[src/rtl/pwm_pkg.sv]
// Shared constants for the PWM output stage and the upstream SPI register file.
package pwm_pkg;

    localparam int PWM_CNT_W = 8;
    localparam int NUM_OUT   = 16;
    localparam logic [PWM_CNT_W-1:0] DUTY_FULL = 8'hFF;

    localparam logic [2:0] REG_EN_OUT_LO = 3'd0;
    localparam logic [2:0] REG_EN_OUT_HI = 3'd1;
    localparam logic [2:0] REG_EN_PWM_LO = 3'd2;
    localparam logic [2:0] REG_EN_PWM_HI = 3'd3;
    localparam logic [2:0] REG_DUTY      = 3'd4;

    // Full-scale duty is a true 100 %, not 255/256.
    function automatic logic pwm_level(input logic [PWM_CNT_W-1:0] duty,
                                       input logic [PWM_CNT_W-1:0] cnt);
        return (duty == DUTY_FULL) || (cnt < duty);
    endfunction

endpackage

[src/rtl/pwm_timebase.sv]
// Prescaler plus 8-bit period counter; flags the last clk of each PWM period.
module pwm_timebase
    import pwm_pkg::*;
#(
    parameter int CLK_DIV = 13
) (
    input  logic                 clk,
    input  logic                 rst_n,
    output logic                 wrap,
    output logic                 phase0,
    output logic [PWM_CNT_W-1:0] cnt
);

    localparam int PRE_W = (CLK_DIV > 1) ? $clog2(CLK_DIV) : 1;
    localparam logic [PRE_W-1:0] PRE_LAST = PRE_W'(CLK_DIV - 1);

    logic [PRE_W-1:0]     prescaler_r;
    logic [PWM_CNT_W-1:0] cnt_r;
    logic                 tick_s;

    assign tick_s = (prescaler_r == PRE_LAST);
    assign wrap   = tick_s && (cnt_r == 8'hFF);
    assign phase0 = (prescaler_r == {PRE_W{1'b0}});
    assign cnt    = cnt_r;

    // Prescaler and period counter; both restart from zero on reset.
    always_ff @(posedge clk) begin
        if (!rst_n) begin
            prescaler_r <= {PRE_W{1'b0}};
            cnt_r       <= 8'h00;
        end else begin
            prescaler_r <= tick_s ? {PRE_W{1'b0}} : prescaler_r + PRE_W'(1);
            cnt_r       <= tick_s ? cnt_r + 8'd1 : cnt_r;
        end
    end

endmodule

[src/rtl/pwm_out_stage.sv]
// Drives 16 pins low, high or with a shared PWM waveform; configuration is
// captured into shadow registers only at period boundaries.
module pwm_out_stage
    import pwm_pkg::*;
#(
    parameter int CLK_DIV = 13
) (
    input  logic               clk,
    input  logic               rst_n,
    input  logic [7:0]         en_reg_out_7_0,
    input  logic [7:0]         en_reg_out_15_8,
    input  logic [7:0]         en_reg_pwm_7_0,
    input  logic [7:0]         en_reg_pwm_15_8,
    input  logic [7:0]         pwm_duty_cycle,
    output logic [NUM_OUT-1:0] out,
    output logic               period_start
);

    logic                 wrap_s;
    logic                 phase0_s;
    logic [PWM_CNT_W-1:0] cnt_s;
    logic                 load_s;
    logic                 pwm_hi_s;
    logic                 period_start_next_s;
    logic [NUM_OUT-1:0]   out_next_s;

    logic                 load_pending_r;
    logic                 loaded_r;
    logic [NUM_OUT-1:0]   shadow_en_out_r;
    logic [NUM_OUT-1:0]   shadow_en_pwm_r;
    logic [PWM_CNT_W-1:0] shadow_duty_r;
    logic [NUM_OUT-1:0]   out_r;
    logic                 period_start_r;

    pwm_timebase #(
        .CLK_DIV (CLK_DIV)
    ) u_timebase (
        .clk    (clk),
        .rst_n  (rst_n),
        .wrap   (wrap_s),
        .phase0 (phase0_s),
        .cnt    (cnt_s)
    );

    assign load_s = wrap_s || load_pending_r;

    // Next pin levels and the period marker, computed from the current shadows.
    always_comb begin
        out_next_s = {NUM_OUT{1'b0}};
        pwm_hi_s   = pwm_level(shadow_duty_r, cnt_s);
        for (int i = 0; i < NUM_OUT; i++) begin
            out_next_s[i] = shadow_en_out_r[i] ? (shadow_en_pwm_r[i] ? pwm_hi_s : 1'b1) : 1'b0;
        end
        // The first output cycle after the post-reset load also opens a period.
        period_start_next_s = !load_pending_r &&
                              (loaded_r || ((cnt_s == 8'h00) && phase0_s));
    end

    // Shadow capture, load bookkeeping and the registered pin drive.
    always_ff @(posedge clk) begin
        if (!rst_n) begin
            load_pending_r  <= 1'b1;
            loaded_r        <= 1'b0;
            shadow_en_out_r <= 16'h0000;
            shadow_en_pwm_r <= 16'h0000;
            shadow_duty_r   <= 8'h00;
            out_r           <= 16'h0000;
            period_start_r  <= 1'b0;
        end else begin
            load_pending_r <= 1'b0;
            loaded_r       <= load_pending_r;
            if (load_s) begin
                shadow_en_out_r <= {en_reg_out_15_8, en_reg_out_7_0};
                shadow_en_pwm_r <= {en_reg_pwm_15_8, en_reg_pwm_7_0};
                shadow_duty_r   <= pwm_duty_cycle;
            end
            out_r          <= out_next_s;
            period_start_r <= period_start_next_s;
        end
    end

    assign out          = out_r;
    assign period_start = period_start_r;

endmodule

[config.mk]
export PLATFORM = sky130hd
export DESIGN_NAME = pwm_out_stage
export DESIGN_NICKNAME = d
export VERILOG_FILES = /design/src/rtl/pwm_pkg.sv /design/src/rtl/pwm_timebase.sv /design/src/rtl/pwm_out_stage.sv
export SDC_FILE = /design/constraint.sdc
export NUM_CORES = 1
export LEC_CHECK = 0
export ABC_AREA = 1
export CAP_MARGIN = 20
export CORE_UTILIZATION = 30
export DETAILED_ROUTE_END_ITERATION = 12
export PLACE_DENSITY_LB_ADDON = 0.12
export SLEW_MARGIN = 20
export SYNTH_ARGS = -nofsm -noshare
export SYNTH_HDL_FRONTEND = slang
export SYNTH_SLANG_ARGS = --single-unit
export TNS_END_PERCENT = 5
[constraint.sdc]
create_clock -name clk -period 2.6 [get_ports clk]
set_input_delay 0.78 -clock clk [delete_from_list [all_inputs] [get_ports clk]]
set_output_delay 0.78 -clock clk [all_outputs]
set_load 0.03 [all_outputs]
==> results of run 1 <==
==> flip-flops by register name, summed over array words and instances, names as in the netlist <==
signal and flops:
out 16, shadow_en_out_r 16, period_start 1, shadow_en_pwm_r 16
load_pending_r 1, shadow_duty_r 8, loaded_r 1, u_timebase.prescaler_r 4
u_timebase.cnt 8
==> power breakdown <==
group          total [µW]  internal (µW)  switching (µW)  leakage (µW)
logic                 295            138             157       0.00110
registers            1180           1150            28.4      0.000586
clock network         979            563             416      0.000116
total                2450           1850             602       0.00180
==> path summary, 6_finish.rpt <==
kind,endpoint,slack (ns),start,cells after the start
setup / recovery,out[13],0.48,out[13]$_SDFF_PN0_,1
hold / removal,u_timebase.prescaler_r[0]$_SDFF_PP0_,0.45,u_timebase.prescaler_r[0]$_SDFF_PP0_,1
setup reg to reg,out[9]$_SDFF_PN0_,0.69,u_timebase.cnt[5]$_SDFFE_PN0P_,8
hold reg to reg,u_timebase.prescaler_r[0]$_SDFF_PP0_,0.45,u_timebase.prescaler_r[0]$_SDFF_PP0_,1
==> metal layers <==
metal | vias to the layer above | global-route usage (%) | part of all wire [%] | routed length, µm
met1 | 1092 | 17.9 | 50 | 3230
met4 | 0 | 6.39 | 1.8 | 119
li1 | 1330 | - | - | -
met3 | 12 | 2.64 | 3.8 | 243
met2 | 47 | 21.9 | 44 | 2850
met5 | - | 0 | 0 | 0
==> through the flow <==
step | total power [µW] | utilization (%) | hold WS, ns | cells | area (µm²)
after global routing | 2580 | 39.9 | 0.475 | 586 | 3920
final | 2450 | 39.9 | 0.447 | 586 | 3920
after global placement | 1500 | 37.7 | 0.431 | 570 | 3700
after detailed placement | 1500 | 37.7 | 0.439 | 570 | 3700
after CTS | 2490 | 39.9 | 0.452 | 586 | 3920
after floorplan | 1380 | - | 0.417 | 394 | 3070
==> kinds of logic (layout without fill, tap and decap cells) <==
family	count (synthesis)	after routing	synth area share [%]
XOR/XNOR	1	1	0.286
buffers and inverters	76	135	11.8
adder cells (fa/ha/maj)	11	11	4.49
AND/OR/NAND/NOR	178	178	27.7
flip-flops	71	71	46.4
AO/OA/AOI/OAI	57	57	9.39
==> cells in the final DEF, fill, tap and decap left out, drive strengths merged <==
| cell type | count |
|---|---|
| nand4 | 2 |
| buf | 3 |
| clkinv | 4 |
| dfxtp | 71 |
| ha | 11 |
| clkbuf | 10 |
| o21a | 1 |
| inv | 59 |
| o21ai | 46 |
| clkdlybuf4s50 | 57 |
| a21oi | 10 |
| bufinv | 2 |
| xnor2 | 1 |
| nand3 | 19 |
| nand3b | 1 |
| nand2 | 53 |
| nor3 | 9 |
| nor4 | 3 |
| nor2 | 91 |
==> final cells by class <==
cell class	instances	area [µm²]	share of cell area, %
well taps	133	166	4.25
inverters	59	224	5.71
clock buffers	10	138	3.51
flip-flops and latches	71	1420	36.3
clock inverters	6	83.8	2.14
multi-input cells	247	1280	32.7
repair buffers	60	603	15.4
==> results.toml, run 1 <==
[status]
status = "completed"

[sta]
timing.final.crit_share_pct = 81.5
tightest_slew_ns = 0.692
max_freq_mhz = 472
min_period_ns = 2.12
slew_viol_final = 0
finalSetupViolCount = 0
setup_ws_ns = 0.482
fin_tns_setup_ns = 0
skew_ns = 0.0110
finalHoldViolations = 0
slew_headroom_pct = 53.8
rsz0062_at_grt = "false"

[drt]
drtPass1Iterations = 4
vias_per_cell = 4.23
postRouteAntennaNets = 0
routed_wl_um = 6450
via_count = 2481
drc = 0
wl_per_cell_um = 11.0
drt_iter0_drc = 70

[grt]
grt_pass1_vias = 2407
antenna_found_initial = 0
grt.overflow.total = 0
grtUsageTotal_pct = 13.7
grt_pass1_wl_um = 11200
grt_max_degree = 41

[worst_hold_path]
hold_path_class = "reg -> reg"

[power_and_ir_drop]
p_leak_uw = 0.00180
power_density_nw_per_um2 = 625
vdd.ir_drop.worst_v = 0.000262

[synth]
synth-async-reset-ratio_pct = 0
synth-main-ff-cell = "dfxtp_1"
synth_enable_flop_cells = 0
syn_inst = 394
syn_area_per_cell_um2 = 7.78
netlist_top_cells_count = "71 x dfxtp_1, 57 x inv_1, 52 x nand2_1, 51 x nor2_1"
ys_seq_elements = 71
seq_area_frac_synth_pct = 46.4
synth.most_common_cell = "dfxtp_1"
syn_area_um2 = 3070
yosysTopAreaCell = "dfxtp_1"
synthTopCellsByArea = "dfxtp_1 46%, nor2_2 8.2%, inv_1 7.0%"
synth_fp_nets = 447
ys_types = 26
synth_warnings = 0
yosysTopAreaCellShare_pct = 46.4

[floorplan]
initial_utilization_pct = 31.2
die_area_um2 = 10600
die_h_um = 103
core-area_um2 = 9820
row_count = 36
ios = 59
die_w_um = 103

[clocking]
cts_root_buf = "clkbuf_8"
clock_latency_ns = 0.34
clockBufferDepth = 2
path_clk_slew_ns = 0.07
cts_tree = "yes"
clock_sinks = 71
holdBufCountCts = 0
h-tree-depth = 3
cts_buffers = 9
cts-resized-gates = 0
post_cts_buffers = 0

[setup_path]
crit_buf_inv = 1
crit_fanout = 1
worst_path_largest_cell_delay_ns = 0.67
crit_chain = "clkdlybuf4s50_1"
cp_top_family = "buffers and inverters"
critPathArrivalTime_ns = 1.34
crit_path_end_kind = "output pin"
required_ns = 1.82
critPathLaunchType = "flop"
cpMaxStageDelayCell = "clkdlybuf4s50_1"
path_class = "reg -> out"

[cells_and_area]
layout.nets = 501
syn2layout_area_growth_pct = 27.9
drive_above_1_share_pct = 14.3
n_antenna_cell = 0
fillers = 1062

[job]
cap_violations = 0

[placement]
port_buffers = 58
place_ws_ns = 0.693
dp_hpwl_um = 4320
place_congestion = 0.801
No activity file was read; power rests on OpenSTA's default activity.
==> run 2, diff against run 1 <==
==> constraint.sdc (replaced) <==
create_clock -name clk -period 2.07 [get_ports clk]
set_input_delay 0.621 -clock clk [delete_from_list [all_inputs] [get_ports clk]]
set_output_delay 0.621 -clock clk [all_outputs]
set_load 0.03 [all_outputs]
==> run 2 against run 1 <==
  * First-iteration DRC count rose by 14%
  * Non-clock buffer count rose by 5
  * Global-route usage rose by 0.38 points
  * Die area did not move
  * Sequential cell count did not move
  * Combinational power rose by 28%
==> results.toml, run 2 (synthesized netlist as in run 1, its figures left out) <==
[drt]
drtPass1Iterations = 4
wl_per_cell_um = 11.3
vias_per_cell = 4.31
routed_wl_um = 6680
postRouteAntennaNets = 0
drc = 0
via_count = 2541
drt_iter0_drc = 80

[setup_path]
crit_buf_inv = 1
cp_top_family = "buffers and inverters"
crit_path_end_kind = "output pin"
worst_path_largest_cell_delay_ns = 0.67
crit_fanout = 1
crit_chain = "clkdlybuf4s50_1"
critPathArrivalTime_ns = 1.34
cpMaxStageDelayCell = "clkdlybuf4s50_1"
required_ns = 1.45
path_class = "reg -> out"
critPathLaunchType = "flop"

[sta]
finalHoldViolations = 0
finalSetupViolCount = 0
slew_viol_final = 0
tightest_slew_ns = 0.665
fin_tns_setup_ns = 0
timing.final.crit_share_pct = 94.6
slew_headroom_pct = 55.7
hold_ws_ns = 0.448
rsz0062_at_grt = "false"
min_period_ns = 1.96
setup_ws_ns = 0.111
skew_ns = 0.00946
max_freq_mhz = 511

[cells_and_area]
layout.nets = 506
syn2layout_area_growth_pct = 28.0
n_antenna_cell = 0
layout.cells.most_common = "dfxtp_1"
design_area_um2 = 3920
drive_above_1_share_pct = 14.9
final_cell_mix = "71 x dfxtp_1, 57 x inv_1, 57 x clkdlybuf4s50_1"

[placement]
placed_area_um2 = 3740
place_congestion = 0.736
dp_hpwl_um = 4550
place_ws_ns = 0.402
port_buffers = 58

[grt]
grtUsageTotal_pct = 14.1
grt.overflow.total = 0
grt_max_degree = 41
grt_pass1_wl_um = 11400
grt_pass1_vias = 2494
antenna_found_initial = 0

[power_and_ir_drop]
power_uw = 2940
power_density_nw_per_um2 = 748
p_leak_uw = 0.00180
vdd.ir_drop.worst_v = 0.000253

[clocking]
holdBufCountCts = 0
path_clk_slew_ns = 0.08
clock_latency_ns = 0.35
clockBufferDepth = 2
h-tree-depth = 3
cts_buffers = 9
cts_tree = "yes"
cts-resized-gates = 0
post_cts_buffers = 0
clock_sinks = 71
cts_root_buf = "clkbuf_8"

[worst_hold_path]
hold_path_class = "reg -> reg"

[floorplan]
initial_utilization_pct = 31.2
die_area_um2 = 10600
core-area_um2 = 9820
ios = 59
die_w_um = 103
die_h_um = 103
row_count = 36

[job]
cap_violations = 0

[status]
status = "completed"
[run 2: cell types whose count changed in the layout (fill, tap and decap cells not counted)]
cell        delta
buf_4          +5
clkinvlp_4     +1
clkbuf_8       -1
clkinv_4       +1
clkinv_2       -2
bufinv_16      -1
clkbuf_1       +1
[run 2: area by class of cell]
| class | count | area, µm² |
|---|---|---|
| clock buffer | 10 | 128 |
| tap | 133 | 166 |
| timing repair buffer | 65 | 641 |
| fill | 1057 | 5900 |
| inverter | 59 | 224 |
| multi-input combinational | 247 | 1280 |
| clock inverter | 5 | 60.1 |
| sequential | 71 | 1420 |
[run 2: worst paths after layout]
check / startpoint / endpoint / slack [ns] / depth (start not counted)
max: out[13]$_SDFF_PN0_ / out[13] / 0.11 / 1
min: load_pending_r$_DFF_P_ / loaded_r$_SDFF_PN0_ / 0.45 / 2
max reg2reg: u_timebase.prescaler_r[0]$_SDFF_PP0_ / shadow_en_out_r[7]$_SDFFE_PN0P_ / 0.42 / 8
min reg2reg: load_pending_r$_DFF_P_ / loaded_r$_SDFF_PN0_ / 0.45 / 2
[run 2: through the flow]
| step | util [%] | cells |
|---|---|---|
| detailed placement | 38.0 | 575 |
| global placement | 38.0 | 575 |
| finish | 40.0 | 590 |
| CTS | 40.0 | 590 |
| global route | 40.0 | 590 |
| floorplan | - | 394 |
[run 2: layer usage]
metal / part of all wire (%) / global-route usage, % / up-vias
li1: - / - / 1336
met1: 49 / 17.8 / 1155
met2: 46 / 23.1 / 43
met3: 3.8 / 3.93 / 7
met4: 1.1 / 4.88 / 0
met5: 0 / 0 / -
[run 2: power by group]
part           leakage [µW]  total, µW  switching [µW]  internal (µW)
sequential         0.000586       1480            36.5           1440
clock             0.0000923       1080             528            552
combinational       0.00113        377             200            178
